### src/rtl/pipe_sched.sv
// Pipeline scheduler: arbitrates Req, bus wait, MDU busy and D hazards into register enables/bubbles.
// Latency: stall/flush controls are combinational (zero cycle); MDU, watchdog and stall counters are registered.
// Backpressure: a bus wait freezes PC..E/M and bubbles M/W; a D stall freezes PC/F/D and bubbles D/E.
module pipe_sched #(
    parameter int MULT_CYC    = 5,
    parameter int DIV_CYC     = 10,
    parameter int BUS_TIMEOUT = 255,
    parameter int CNT_W       = 16
) (
    input  logic             clk,
    input  logic             reset,
    input  logic             Req,
    input  logic             D_hazard,
    input  logic             D_mdu_use,
    input  logic             E_mdu_start,
    input  logic             E_mdu_div,
    input  logic             M_mem_req,
    input  logic             mem_ready,
    output logic             PC_en,
    output logic             FD_en,
    output logic             DE_en,
    output logic             EM_en,
    output logic             DE_reset,
    output logic             MW_reset,
    output logic             mdu_busy,
    output logic             mdu_start_ok,
    output logic             bus_err,
    output logic             mem_abort,
    output logic [CNT_W-1:0] stall_cycles
);

    localparam int MDU_MAX = (DIV_CYC > MULT_CYC) ? DIV_CYC : MULT_CYC;
    localparam int MDU_W   = $clog2(MDU_MAX + 1);
    localparam int WAIT_W  = $clog2(BUS_TIMEOUT + 1);

    localparam logic [MDU_W-1:0]  MULT_LOAD = MDU_W'(MULT_CYC);
    localparam logic [MDU_W-1:0]  DIV_LOAD  = MDU_W'(DIV_CYC);
    localparam logic [WAIT_W:0]   WAIT_LIM  = (WAIT_W + 1)'(BUS_TIMEOUT);

    typedef enum logic [1:0] {
        ST_RUN  = 2'd0,
        ST_WAIT = 2'd1,
        ST_ERR  = 2'd2
    } state_t;

    state_t             state_q;
    state_t             state_d;
    logic [WAIT_W-1:0]  wait_q;
    logic [WAIT_W-1:0]  wait_d;
    logic [WAIT_W:0]    wait_inc;
    logic [MDU_W-1:0]   mdu_cnt_q;
    logic               mem_pending;
    logic               bus_wait;
    logic               d_stall;

    // Raw hazard terms shared by the output arbitration and the watchdog FSM.
    always_comb begin
        mem_pending = M_mem_req & ~mem_ready;
        bus_wait    = mem_pending & ~Req;
        mdu_busy    = (mdu_cnt_q != '0);
        d_stall     = D_hazard | (D_mdu_use & (mdu_busy | E_mdu_start));
    end

    // Priority arbitration of enables and bubbles: reset, Req, bus wait, D stall, run.
    always_comb begin
        PC_en        = 1'b1;
        FD_en        = 1'b1;
        DE_en        = 1'b1;
        EM_en        = 1'b1;
        DE_reset     = 1'b0;
        MW_reset     = 1'b0;
        mem_abort    = 1'b0;
        mdu_start_ok = 1'b0;
        if (reset) begin
            // Everything runs while the core is held in reset.
        end else if (Req) begin
            // Pipeline registers flush themselves; only report the abandoned access.
            mem_abort = mem_pending;
        end else if (bus_wait) begin
            PC_en    = 1'b0;
            FD_en    = 1'b0;
            DE_en    = 1'b0;
            EM_en    = 1'b0;
            MW_reset = 1'b1;
        end else if (d_stall) begin
            PC_en    = 1'b0;
            FD_en    = 1'b0;
            DE_reset = 1'b1;
        end
        // Operands are latched only when the E instruction actually advances.
        mdu_start_ok = E_mdu_start & EM_en & ~Req & ~reset;
    end

    // Watchdog next state: count consecutive wait cycles, flag ERR for one cycle on timeout.
    always_comb begin
        state_d  = state_q;
        wait_d   = wait_q;
        wait_inc = {1'b0, wait_q} + {{WAIT_W{1'b0}}, 1'b1};
        case (state_q)
            ST_RUN: begin
                if (bus_wait) begin
                    state_d = ST_WAIT;
                    wait_d  = {{(WAIT_W-1){1'b0}}, 1'b1};
                end else begin
                    wait_d = '0;
                end
            end
            ST_WAIT: begin
                if (bus_wait) begin
                    wait_d = wait_inc[WAIT_W-1:0];
                    if (wait_inc >= WAIT_LIM) begin
                        state_d = ST_ERR;
                    end
                end else begin
                    // mem_ready or Req releases the freeze.
                    state_d = ST_RUN;
                    wait_d  = '0;
                end
            end
            ST_ERR: begin
                state_d = ST_RUN;
                wait_d  = '0;
            end
            default: begin
                state_d = ST_RUN;
                wait_d  = '0;
            end
        endcase
    end

    // Watchdog state register.
    always_ff @(posedge clk) begin
        if (reset) begin
            state_q <= ST_RUN;
            wait_q  <= '0;
        end else begin
            state_q <= state_d;
            wait_q  <= wait_d;
        end
    end

    assign bus_err = (state_q == ST_ERR);

    // MDU busy window: load on an accepted start, otherwise count down to zero.
    always_ff @(posedge clk) begin
        if (reset) begin
            mdu_cnt_q <= '0;
        end else if (mdu_start_ok) begin
            mdu_cnt_q <= E_mdu_div ? DIV_LOAD : MULT_LOAD;
        end else if (mdu_cnt_q != '0) begin
            mdu_cnt_q <= mdu_cnt_q - 1'b1;
        end
    end

    // Saturating count of cycles in which the PC is frozen.
    always_ff @(posedge clk) begin
        if (reset) begin
            stall_cycles <= '0;
        end else if (!PC_en && (stall_cycles != '1)) begin
            stall_cycles <= stall_cycles + 1'b1;
        end
    end

endmodule

### config.mk
export PLATFORM = sky130hd
export DESIGN_NAME = pipe_sched
export DESIGN_NICKNAME = d
export VERILOG_FILES = /design/src/rtl/pipe_sched.sv
export SDC_FILE = /design/constraint.sdc
export NUM_CORES = 1
export LEC_CHECK = 0
export BUFFER_PORTS_ARGS = -buffer_cell sky130_fd_sc_hd__buf_4
export CORE_UTILIZATION = 52
export DETAILED_ROUTE_END_ITERATION = 7
export GPL_TIMING_DRIVEN = 1
export PLACE_DENSITY = 0.77
export SYNTH_ARGS = -nofsm -noshare
export SYNTH_HDL_FRONTEND = slang
export SYNTH_SLANG_ARGS = --single-unit
### constraint.sdc
create_clock -name clk -period 2.4 [get_ports clk]
set_input_delay 0.48 -clock clk [delete_from_list [all_inputs] [get_ports clk]]
set_output_delay 0.48 -clock clk [all_outputs]
set_load 0.01 [all_outputs]
Yosys cells after proc, flatten, opt, wreduce, memory -nomap -nowiden
Index checks and enable logic that the tools add are counted.
Storage, ports and cells
  bits in registers: 30
  output and inout port bits: 26
  logic and storage cells: 56
Operators by class
  equality and inequality tests: 5
  reductions and logical operators: 6
  bitwise gates (word level): 11
  $lt $le $gt $ge: 1
  muxes and demuxes: 26
  add/sub/neg operators: 3
Operator list (count)
  $mux W1: 17
  $add A16 B1 Y16 const B: 1
  $ne A16 B16 Y1 const B: 1
  $pmux W8 S2: 1
  $mux W4: 3
  $add A8 B1 Y9 const B: 1
  $ge A9 B8 Y1 const B: 1
  $mux W8: 1
  $and A1 B1 Y1: 6
  $mux W2: 3
  $pmux W2 S2: 1
  $reduce_bool A4 Y1: 1
  $sub A4 B1 Y4 const B: 1
  $ne A3 B3 Y1 const B: 1
  $not A1 Y1: 3
  $eq A2 B1 Y1 const B: 1
  $eq A2 B2 Y1 const B: 1
  $logic_not A2 Y1: 1
  $ne A2 B2 Y1 const B: 1
  $or A1 B1 Y1: 2
  $reduce_and A2 Y1: 1
  $reduce_bool A2 Y1: 1
  $logic_and A1 B1 Y1: 1
  $logic_not A1 Y1: 1

Logic depth before layout (Yosys ltp)
  depth in word-level cells: 10
  mapped depth: 8
  depth with buffers taken out: 7

Worst setup path after synthesis
OpenSTA, ideal clock, no wires.
  path kind: input port to output port
  from: input mem_ready
  to: output EM_en
  path slack: 0.652 ns
  data arrival time: 1.268 ns
  path buffers: 1
  stages: 3
  cells stage by stage: nand2b_1 or3_1 buf_4
On the way
  cells in the longest elaborated chain, start to end: 6
RTL lines
  start: declaration: RTL line 18  | input logic mem_ready,
  $not A1 Y1: RTL line 58  | mem_pending = M_mem_req & ~mem_ready;
  $and A1 B1 Y1: RTL line 58
  $and A1 B1 Y1: RTL line 59  | bus_wait = mem_pending & ~Req;
  $mux W1 (3 in a row)
  end: declaration: RTL line 22  | output logic EM_en,
Every way passes these cells.

Worst setup path in the final report
  from: register mdu_cnt_q[0]
  to: output DE_reset
On the way
  cells in the longest elaborated chain, start to end: 8
RTL lines
  start: declaration: RTL line 51  | logic [MDU_W-1:0] mdu_cnt_q;
  start signal: assignment: RTL line 149  | mdu_cnt_q <= E_mdu_div ? DIV_LOAD : MULT_LOAD;
  start signal: assignment: RTL line 151  | mdu_cnt_q <= mdu_cnt_q - 1'b1;
  $reduce_bool A4 Y1: RTL line 60  | mdu_busy = (mdu_cnt_q != '0);
  $or A1 B1 Y1: RTL line 61  | d_stall = D_hazard | (D_mdu_use & (mdu_busy | E_mdu_start));
  $and A1 B1 Y1: RTL line 61
  $or A1 B1 Y1: RTL line 61
  $mux W1: RTL line 85  | end else if (d_stall) begin
  $mux W1: RTL line 79  | end else if (bus_wait) begin
  $mux W1: RTL line 76  | end else if (Req) begin
  $mux W1: RTL line 74  | if (reset) begin
  end: declaration: RTL line 23  | output logic DE_reset,
Every way passes these cells.

==> run metrics <==
worst rel slew slack 0.753; Seq pwr share 0.492; WP data arrival about 1700 ps; ant diodes 0; WS Path Type register to output port; Syn Nets ~200; final non-filler cell area 0.00183 sq mm; CTS tree done; Via-to-Cell Ratio 5.60; synthesized flop and latch total 30; Yosys top cell area share 0.390; Die ar. between 0.003 and 0.004 sq mm; number of top-level pins 35; CTS clk-pin slew, worst paths about 90 ps; core outline area roughly 0.0028 sq mm; routability cong. between 0.8 and 0.9; clock skew 5.73 ps; Worst-Skew Late Latency 320 ps; met1 wire length between 1500 and 2000 um; vias in the first global route ~1300; First-pass DRT Iterations 4; Critical Path Sink Type output port; maxcap violations 0; die width around 56 um; DRT antenna net count 0; # resized after CTS 0; # setup viols final 0; met3 wire length between 150 and 200 um; CTS HTree Levels 2; Final TNS setup 0 ps; First DRT Iteration DRCs 60; Period Utilization, post-route 0.927; hold bufs inserted after CTS 0; FP Rows 19; Sink Count 30; Reg2Reg Depth 7; IR Drop Worst-Case VDD ~540 uV; post-synthesis cell type count 37; residual DRC count 0; DP Area 0.00178 sq mm; synthesized cell area approximately 0.0015 sq mm; Logic pwr share 0.246; sw frac 0.298; synth top area cells dfxtp_1 (39%), a21oi_1 (5.5%), nor2_1 (4.6%); sequential area share after synthesis 0.390; WP data required 1920 ps; DR vias between 1000 and 1500; RSZ-0062 raised after global routing false; NetSw about 330 uW; WL/cell around 13 um; Worst Setup Start Kind register; Slew Viols, Final 0; die height ~56 um; leakage power approximately 0.73 nW; worst slew pin tran roughly 370 ps; grt ovf 0; hold path depth 3; NumNets Final between 200 and 250; share of cells above drive strength 1 0.213; port bufs 34; first-pass GRT wire length 5660 um; Internal 784 uW; CTS max path bufs 2; Initial Util 0.553; WL final between 3000 and 4000 um; Cell Pwr Density around 600 mW/mm^2; total power around 1.1 mW; routed wl met2 between 1500 and 2000 um; fin crit period around 2200 ps; Clk pwr share 0.261; Max FO, Critical Path 3; All-Layer GR Usage 0.229; FILL cells between 200 and 250; Worst Hold Class input port to register; Avg Cell Area, Syn 8.41 sq um; initial antenna violation count 0; Cells after Synth 183; post-CTS setup buffers 0; area grow syn2layout 19.2%; cell taking the most area after synthesis dfxtp_1; largest net degree at the start of global routing 24; final hold vios 0; status complete, no violations; Fin Hold WS 442 ps; clock root cell clkbuf_4; Synth Warn # 0; CTS buffer count 5; DR top layer met4; Max Freq around 450 MHz; HPWL after detailed placement approximately 2400 um
[synthesized netlist by cell type (all sizes together)]
cell type / count
and3: 5
and4: 1
a21oi: 17
or4: 2
nand2b: 5
nand3b: 2
a31oi: 1
buf: 5
nor2: 20
mux2i: 3
xor2: 7
o211ai: 2
ha: 5
o22ai: 1
nor3b: 1
nand4: 9
o21ai: 10
nand2: 16
nor3: 1
nor4: 1
and3b: 1
inv: 8
nor4b: 1
dfxtp: 30
clkbuf: 2
nand3: 10
o31ai: 2
nor2b: 2
xnor2: 3
or3: 10
[flip-flops by register name, summed over array words and instances, names as in the netlist]
signal,flops
wait_q,8
mdu_cnt_q,4
stall_cycles,16
state_q,2
[final cells by class]
cell class | instances | area (sq um) | share of cell area
timing repair buffer | 34 | 255 | 0.139
inverter | 8 | 30.0 | 0.0164
tap | 31 | 38.8 | 0.0211
multi-input combinational | 138 | 858 | 0.468
sequential | 30 | 601 | 0.327
clock buffer | 6 | 51.3 | 0.0280
[power groups by stage]
stage	Sequential, mW	Combinational (mW)	Clock (mW)
finish	0.550	0.275	0.292
global route	0.554	0.306	0.321
CTS	0.550	0.276	0.297
detailed placement	0.561	0.274	0
global placement	0.560	0.257	0
floorplan	0.557	0.202	0
[layer usage]
metal  vias to the layer above  track usage
li1                        710            -
met1                       629        0.284
met2                        40        0.367
met3                         4       0.0806
met4                         0       0.0801
met5                         -            0
[worst paths after layout]
path	startpoint	to	slack (ps)
setup / recovery	mdu_cnt_q[0]$_SDFFE_PP0P_	DE_reset	180
hold / removal	E_mdu_div	mdu_cnt_q[1]$_SDFFE_PP0P_	440
setup reg to reg	wait_q[0]$_SDFF_PP0_	state_q[0]$_SDFFE_PP0P_	380
hold reg to reg	stall_cycles[1]$_SDFFE_PP0P_	stall_cycles[1]$_SDFFE_PP0P_	500
[worst max-delay path, stage by stage (launching register included)]
cell and delay [ps]:
dfxtp_1 320, inv_1 120, ha_1 190, nor4b_2 340
o21ai_0 130, and3_1 190, buf_4 140
[placed cells by master (no fill, tap or decap), drive strengths merged, types with 2 or more instances in the layout]
master,instances
and3,5
buf,34
ha,5
nand2,16
o211ai,2
or4,2
nor2,20
nand4,9
mux2i,3
o21ai,10
o31ai,2
xor2,7
nor2b,2
nand3,10
clkbuf,6
xnor2,3
nand2b,5
dfxtp,30
or3,10
nand3b,2
a21oi,17
inv,8
[per-stage QoR]
stage | setup slack (ps) | utilization | instances
after detailed placement | 434 | 0.641 | 241
final | 176 | 0.659 | 247
after global routing | 43.9 | 0.659 | 247
after floorplan | 652 | - | 183
after global placement | 542 | 0.641 | 241
after CTS | 159 | 0.659 | 247
[kinds of logic after synthesis]
| family | after synthesis | synth area share |
|---|---|---|
| AO/OA/AOI/OAI | 33 | 0.124 |
| XOR/XNOR | 10 | 0.0569 |
| adder cells (fa/ha/maj) | 5 | 0.0407 |
| buffers and inverters | 15 | 0.0520 |
| flip-flops | 30 | 0.390 |
| multiplexers | 3 | 0.0195 |
| AND/OR/NAND/NOR | 87 | 0.316 |
Power figures use the tool's default switching activity.
